**config.mk**
```make
export PLATFORM = sky130hd
export DESIGN_NAME = l2_in_sched
export DESIGN_NICKNAME = d
export VERILOG_FILES = /design/src/rtl/l2_in_sched.sv
export SDC_FILE = /design/constraint.sdc
export NUM_CORES = 1
export LEC_CHECK = 0
export CORE_MARGIN = 2
export CORE_UTILIZATION = 35
export DETAILED_ROUTE_END_ITERATION = 8
export SYNTH_ARGS = -nofsm -noshare
export SYNTH_HDL_FRONTEND = slang
export SYNTH_SLANG_ARGS = --single-unit
```
**constraint.sdc**
```tcl
create_clock -name clk -period 6.1 [get_ports clk]
set_clock_uncertainty 0.15 [all_clocks]
set_input_delay 1.525 -clock clk [delete_from_list [all_inputs] [get_ports clk]]
set_output_delay 1.525 -clock clk [all_outputs]
set_load 0.005 [all_outputs]
```
**src/rtl/l2_in_sched.sv**
```systemverilog
// L2 input scheduler: arbitrates rsp/fwd/cpu/flush channels into a
// single-entry issue register and sequences set/way flush walks.
module l2_in_sched #(
    parameter int SETS     = 256,
    parameter int WAYS     = 8,
    parameter int SET_BITS = 8,
    parameter int WAY_BITS = 3
) (
    input  logic                clk,
    input  logic                rst,
    input  logic                rsp_valid,
    output logic                rsp_ready,
    input  logic                fwd_valid,
    output logic                fwd_ready,
    input  logic                cpu_valid,
    output logic                cpu_ready,
    input  logic                flush_valid,
    output logic                flush_ready,
    input  logic                flush_is_all,
    input  logic                fwd_stall,
    input  logic                set_conflict,
    input  logic                evict_stall,
    input  logic                ongoing_atomic,
    input  logic                reqs_empty,
    input  logic                pipe_ready,
    output logic                issue_valid,
    output logic [2:0]          issue_kind,
    output logic [SET_BITS-1:0] flush_set,
    output logic [WAY_BITS-1:0] flush_way,
    output logic                flush_all_q,
    output logic                flush_done,
    output logic                idle
);

    typedef enum logic [1:0] {
        S_IDLE,
        S_WALK,
        S_DRAIN
    } state_e;

    localparam logic [2:0] K_NONE = 3'd0;
    localparam logic [2:0] K_RSP  = 3'd1;
    localparam logic [2:0] K_FWD  = 3'd2;
    localparam logic [2:0] K_CPU  = 3'd3;
    localparam logic [2:0] K_STEP = 3'd4;

    localparam logic [SET_BITS-1:0] SET_LAST = SET_BITS'(SETS - 1);
    localparam logic [WAY_BITS-1:0] WAY_LAST = WAY_BITS'(WAYS - 1);

    state_e              state_q, state_d;
    logic                issue_valid_q, issue_valid_d;
    logic [2:0]          issue_kind_q, issue_kind_d;
    logic [SET_BITS-1:0] flush_set_q, flush_set_d;
    logic [WAY_BITS-1:0] flush_way_q, flush_way_d;
    logic [SET_BITS-1:0] cnt_set_q, cnt_set_d;
    logic [WAY_BITS-1:0] cnt_way_q, cnt_way_d;
    logic                flush_all_d;
    logic                flush_done_q, flush_done_d;
    logic                slot_free;
    logic                fwd_ok;
    logic                cpu_ok;

    assign slot_free = !issue_valid_q || pipe_ready;
    assign fwd_ok    = fwd_valid && !fwd_stall;
    assign cpu_ok    = cpu_valid && !set_conflict && !evict_stall
                       && !ongoing_atomic;

    always_comb begin
        state_d       = state_q;
        issue_valid_d = issue_valid_q;
        issue_kind_d  = issue_kind_q;
        flush_set_d   = flush_set_q;
        flush_way_d   = flush_way_q;
        cnt_set_d     = cnt_set_q;
        cnt_way_d     = cnt_way_q;
        flush_all_d   = flush_all_q;
        flush_done_d  = 1'b0;
        rsp_ready     = 1'b0;
        fwd_ready     = 1'b0;
        cpu_ready     = 1'b0;
        flush_ready   = 1'b0;

        if (slot_free) begin
            issue_valid_d = 1'b0;
            issue_kind_d  = K_NONE;
        end

        if (slot_free && !rst) begin
            case (state_q)
                S_IDLE: begin
                    if (rsp_valid) begin
                        rsp_ready     = 1'b1;
                        issue_valid_d = 1'b1;
                        issue_kind_d  = K_RSP;
                    end else if (flush_valid) begin
                        flush_ready = 1'b1;
                        flush_all_d = flush_is_all;
                        cnt_set_d   = '0;
                        cnt_way_d   = '0;
                        state_d     = S_WALK;
                    end else if (fwd_ok) begin
                        fwd_ready     = 1'b1;
                        issue_valid_d = 1'b1;
                        issue_kind_d  = K_FWD;
                    end else if (cpu_ok) begin
                        cpu_ready     = 1'b1;
                        issue_valid_d = 1'b1;
                        issue_kind_d  = K_CPU;
                    end
                end
                S_WALK: begin
                    if (rsp_valid) begin
                        rsp_ready     = 1'b1;
                        issue_valid_d = 1'b1;
                        issue_kind_d  = K_RSP;
                    end else if (fwd_ok) begin
                        fwd_ready     = 1'b1;
                        issue_valid_d = 1'b1;
                        issue_kind_d  = K_FWD;
                    end else begin
                        issue_valid_d = 1'b1;
                        issue_kind_d  = K_STEP;
                        flush_set_d   = cnt_set_q;
                        flush_way_d   = cnt_way_q;
                        // terminal step parks the counters and drains
                        if (cnt_set_q == SET_LAST && cnt_way_q == WAY_LAST) begin
                            state_d = S_DRAIN;
                        end else if (cnt_way_q == WAY_LAST) begin
                            cnt_way_d = '0;
                            cnt_set_d = cnt_set_q + 1'b1;
                        end else begin
                            cnt_way_d = cnt_way_q + 1'b1;
                        end
                    end
                end
                S_DRAIN: begin
                    if (rsp_valid) begin
                        rsp_ready     = 1'b1;
                        issue_valid_d = 1'b1;
                        issue_kind_d  = K_RSP;
                    end else if (fwd_ok) begin
                        fwd_ready     = 1'b1;
                        issue_valid_d = 1'b1;
                        issue_kind_d  = K_FWD;
                    end
                end
                default: state_d = S_IDLE;
            endcase
        end

        if (state_q == S_DRAIN && reqs_empty && !issue_valid_q) begin
            flush_done_d = 1'b1;
            flush_all_d  = 1'b0;
            state_d      = S_IDLE;
        end
    end

    always_ff @(posedge clk) begin
        if (rst) begin
            state_q       <= S_IDLE;
            issue_valid_q <= 1'b0;
            issue_kind_q  <= K_NONE;
            flush_set_q   <= '0;
            flush_way_q   <= '0;
            cnt_set_q     <= '0;
            cnt_way_q     <= '0;
            flush_all_q   <= 1'b0;
            flush_done_q  <= 1'b0;
        end else begin
            state_q       <= state_d;
            issue_valid_q <= issue_valid_d;
            issue_kind_q  <= issue_kind_d;
            flush_set_q   <= flush_set_d;
            flush_way_q   <= flush_way_d;
            cnt_set_q     <= cnt_set_d;
            cnt_way_q     <= cnt_way_d;
            flush_all_q   <= flush_all_d;
            flush_done_q  <= flush_done_d;
        end
    end

    assign issue_valid = issue_valid_q;
    assign issue_kind  = issue_kind_q;
    assign flush_set   = flush_set_q;
    assign flush_way   = flush_way_q;
    assign flush_done  = flush_done_q;
    assign idle        = (state_q == S_IDLE) && !issue_valid_q && reqs_empty;

endmodule

```
Yosys cells after proc, flatten, opt, wreduce, memory -nomap -nowiden
Index checks and enable logic that the tools add are counted.
- register bits after elaboration: 30
- bits of input ports: 13
- output and inout port bits: 22
- word-level logic and storage cells: 112
- add/subtract/negate cells: 2
- equal/unequal tests: 11
- multiplexer cells: 60
- bitwise gates (word level): 3
- reduce and logical (&&, ||, !) cells: 27
- operators by type and width (cell ; count):
    3-bit two-way mux ; 16
    8-bit two-way mux ; 6
    1-bit two-way mux ; 27
    8-bit one-hot mux with 2 select lines ; 1
    2-bit != test, second input constant ; 7
    7-bit AND reduction ; 2
    1-bit logical AND ; 10
    2-bit two-way mux ; 5
    3-bit one-hot mux with 3 select lines ; 1
    8-bit by 1-bit adder with 8-bit output, second input constant ; 1
    8-bit equality test, second input constant ; 1
    4-bit AND reduction ; 2
    8-bit AND reduction ; 1
    1-bit zero test ; 6
    2-bit one-hot mux with 3 select lines ; 1
    3-bit one-hot mux with 2 select lines ; 1
    2-bit OR reduction ; 2
    3-bit by 1-bit adder with 3-bit output, second input constant ; 1
    3-bit equality test, second input constant ; 1
    1-bit inverter ; 3
    1-bit one-hot mux with 3 select lines ; 1
    3-bit OR reduction ; 1
    2-bit by 1-bit equality test with 1-bit output, second input constant ; 1
    2-bit equality test, second input constant ; 1
    other kinds (4) ; 4

Logic depth before layout (Yosys ltp)
- depth in word-level cells: 10
- gate-level depth with buffers: 8
- depth with buffers taken out: 7

Worst setup path before layout
No wires, ideal clock.
- path kind: input to output
- start: input port rsp_valid
- end: output port fwd_ready
- arrival: 2.575 ns
- required time: 4.425 ns
- setup slack: 1.850 ns
- stages on the path: 3
- path buffers: 1
- cell sequence: clkbuf_1 > or3_1 > a2111oi_0
- word-level cells in the longest chain between the ends: 3
- elaborated cells on any way between the ends: 4
- classes of those cells: mux (4)
- ends and longest elaborated chain (element ; line ; text):
    from (decl) ; 11 ; input logic rsp_valid,
    1-bit two-way mux, on equally long branches ; 112, 91 ;
    1-bit one-hot mux with 2 select lines * ; 89 ; case (state_q)
    1-bit two-way mux * ; 88 ; if (slot_free && !rst) begin
    to (decl) ; 14 ; output logic fwd_ready,
Every way passes the cells marked *; elsewhere a longest branch is shown, timed or not.

Worst setup path in the final report
- start: input port pipe_ready
- end: output port fwd_ready
- word-level cells in the longest chain between the ends: 3
- ends and longest elaborated chain (element ; line ; text):
    from (decl) ; 25 ; input logic pipe_ready,
    1-bit logical OR ; 63 ; assign slot_free = !issue_valid_q || pipe_ready;
    1-bit logical AND ; 88 ;
    1-bit two-way mux ; 88 ;
No other way between the ends.

==> metrics.md <==
| Metric | Value |
|---|---|
| PD cells | 206 nW/um^2 |
| Worst Hold Depth | 2 |
| Clock edge transition at the registers on the reported setup and hold paths | 60 ps |
| Hold-fix buffers, CTS | 0 |
| Multi-input logic area | 893 um^2 |
| Crit Reg-Reg Endpoint | cnt_set_q[7] |
| Final core utilization | 47.0% |
| Ys flop type | dfxtp_1 |
| Iter 0 DRT Violations | 84 |
| Clock tree buffer depth | 2 |
| Leakage Power | 0.714 nW |
| Critical setup path kind | in2out |
| Vias | 1,432 |
| Setup total negative slack | 0 ps |
| Drt first pass iters | 4 |
| Fillers | 440 |
| Gpl congestion | 0.835 |
| Worst IR Drop VDD | 0.0735 mV |
| Max-cap viol count | 0 |
| Synthesized instance count | 188 |
| Met1 usage | 19.5% |
| Area occupied by registers | 601 um^2 |
| Die W | 70.8 um |
| Met2 GRT Util | 24.0% |
| CP required | 4430 ps |
| Number of H-tree levels | 2 |
| Layout cells sized above 1 | 7.14% |
| Hold path endpoint | issue_kind[0] |
| Crit-path max FO | 9 |
| Initial Util | 36.1% |
| Worst path cell trace | clkdlybuf4s50_1 -> nor2b_4 -> or3_1 -> a2111oi_0 -> clkdlybuf4s50_1 |
| Met3 Use GR | 3.85% |
| Die area | 5010 um^2 |
| Max incr delay on CP | 590 ps |
| Largest net degree at the start of global routing | 24 |
| Synth Warn # | 0 |
| Worst slew pin tran | 1090 ps |
| Post-route antenna net violation count | 0 |
| Ys async rst share | 0% |
| Final wirelength | 3420 um |
| Total CTS buffers | 5 |
| Vias/cell | 5.19 |
| Critical Path End Type | output port |
| Overflow after GRT | 0 |
| CTS tree | yes |
| Slew HR | 26.5% |
| I/O pin cnt | 35 |
| Top Usage Layer GRT | met2 |
| Drc violations | 0 |
| Clk sinks | 30 |
| EDFF count, synth | 0 |
| Max-slew violation count | 0 |
| Cell variety after synth | 38 |
| Finished Cell Area | 2030 um^2 |
| Final setup viols | 0 |
| Setup WS post-layout | 939 ps |
| Diodes inserted | 0 |
| Most common cell after layout, fill and taps aside | clkdlybuf4s50_1 |
| Highest Clock Rate | 194 MHz |
| CTS root buf | clkbuf_8 |
| Synth-to-Final Area Change | 30.1% |
| IO Port Bufs | 34 |
| Worst R2R Setup Slack | 3470 ps |
| Hold_sp | issue_kind[0] |
| Global-route wire length before repair | 6000 um |
| Area of the core | 4320 um^2 |
| Number of setup buffers added after CTS | 0 |
| Pre-CTS WS | 970 ps |
| Final Hold Viols | 0 |
| Slowest cell on crit path | clkdlybuf4s50_1 |
| Synthesis-stage register bit count | 30 |
| Total Routing Usage GR | 14.7% |
| Layout Nets | 243 |
| Vias in the first global route | 1,339 |
| Period utilization | 84.6% |
| WP data arrival | 3490 ps |
| Clk_lat worst skew | 270 ps |
| Most frequent CP cell | clkdlybuf4s50_1 |
| Commonest non-fill, non-tap cells in the layout | clkdlybuf4s50_1 (34), dfxtp_1 (30), nand2_1 (27), a21oi_1 (18), o21ai_0 (17) |
| Syn nets | 208 |
| Reg2Reg Launch Point | state_q[0] |
| # resized after CTS | 0 |
| Run status | finished, final reports clean |
| Sequential area share after synthesis | 38.5% |
| FP Rows | 24 |
| Die Y | 70.8 um |
| Wire length per cell | 12.4 um |
| Post-DP HPWL | 2450 um |
| Placed Instance Area | 1940 um^2 |
| RSZ-0062 raised after global routing | false |
| Antenna violations before repair | 0 |
| Startpoint Class | input pin |
| Mapped cell area | 1560 um^2 |
| R2R cell count | 6 |
| Worst min-delay path category | reg2reg |
| Syn avg cell area | 8.31 um^2 |
| Tmin final | 5160 ps |
per-stage QoR:
step | hold WS [ps] | cells | total power (W)
global placement | 299 | 268 | 0.000263
global route | 334 | 276 | 0.000440
floorplan | 298 | 188 | 0.000240
detailed placement | 298 | 268 | 0.000262
finish | 309 | 276 | 0.000419
CTS | 310 | 276 | 0.000424
flip-flops by register name, indices dropped and copies added, names as in the netlist:
name / cells
cnt_set_q: 8
flush_set: 8
cnt_way_q: 3
flush_way: 3
issue_kind: 3
state_q: 2
flush_all_q: 1
flush_done: 1
issue_valid: 1
cell type report:
class / count / area share [%]
clock inverter: 1 / 0.246
tap: 52 / 3.20
inverter: 5 / 0.924
multi-input combinational: 144 / 44.0
clock buffer: 7 / 4.25
timing repair buffer: 37 / 17.9
sequential: 30 / 29.6
power breakdown:
group	internal (W)	total (W)	switching (W)
Clock	0.0000908	0.000161	0.0000701
Combinational	0.0000272	0.0000568	0.0000296
Sequential	0.000199	0.000201	0.00000250
Total	0.000317	0.000419	0.000102
metal layers:
layer  vias to the layer above  wire (um)
met5                         -          0
met4                         0         23
met3                         4        182
met2                        38       1480
met1                       652       1730
li1                        738          -
worst max-delay path, delay by kind of cell:
family                 cells  cell delay (ps)
AO/OA/AOI/OAI              1              380
AND/OR/NAND/NOR            2              470
buffers and inverters      2             1110
synthesized netlist by cell type, types with 3 or more instances:
library cell   n  area, um^2
nand4_1        7        43.8
ha_1           7        87.6
nand2b_1      12        75.1
nand3_1        3        15.0
dfxtp_1       30         601
o21ai_0       17        85.1
clkbuf_1       7        26.3
a21oi_1       18        90.1
nand2_1       27         101
or3_1          5        31.3
nor2_1        10        37.5
and2_1         3        18.8
nor2b_1        4        25.0
inv_1          5        18.8
mux2i_1        3        30.0
logic make-up (layout without fill, tap and decap cells):
family	count (synthesis)	count (layout)	share of synthesized area [%]
fa+ha+maj	7	7	5.61
flops	30	30	38.5
xor+xnor	1	1	0.561
buf+inv	14	50	4.33
simple gates	87	87	30.8
compound gates	46	46	18.3
mux	3	3	1.92
how the worst max path moves through the flow:
stage	slack, ps	start	endpoint	cells past startpoint
2_1_floorplan	1850	rsp_valid	fwd_ready	3
3_3_place_gp	970	rsp_valid	fwd_ready	5
3_5_place_dp	970	pipe_ready	fwd_ready	5
4_1_cts	940	pipe_ready	fwd_ready	5
5_1_grt	850	rsp_valid	fwd_ready	5
6_report	940	pipe_ready	fwd_ready	5
Power figures use the tool's default switching activity.
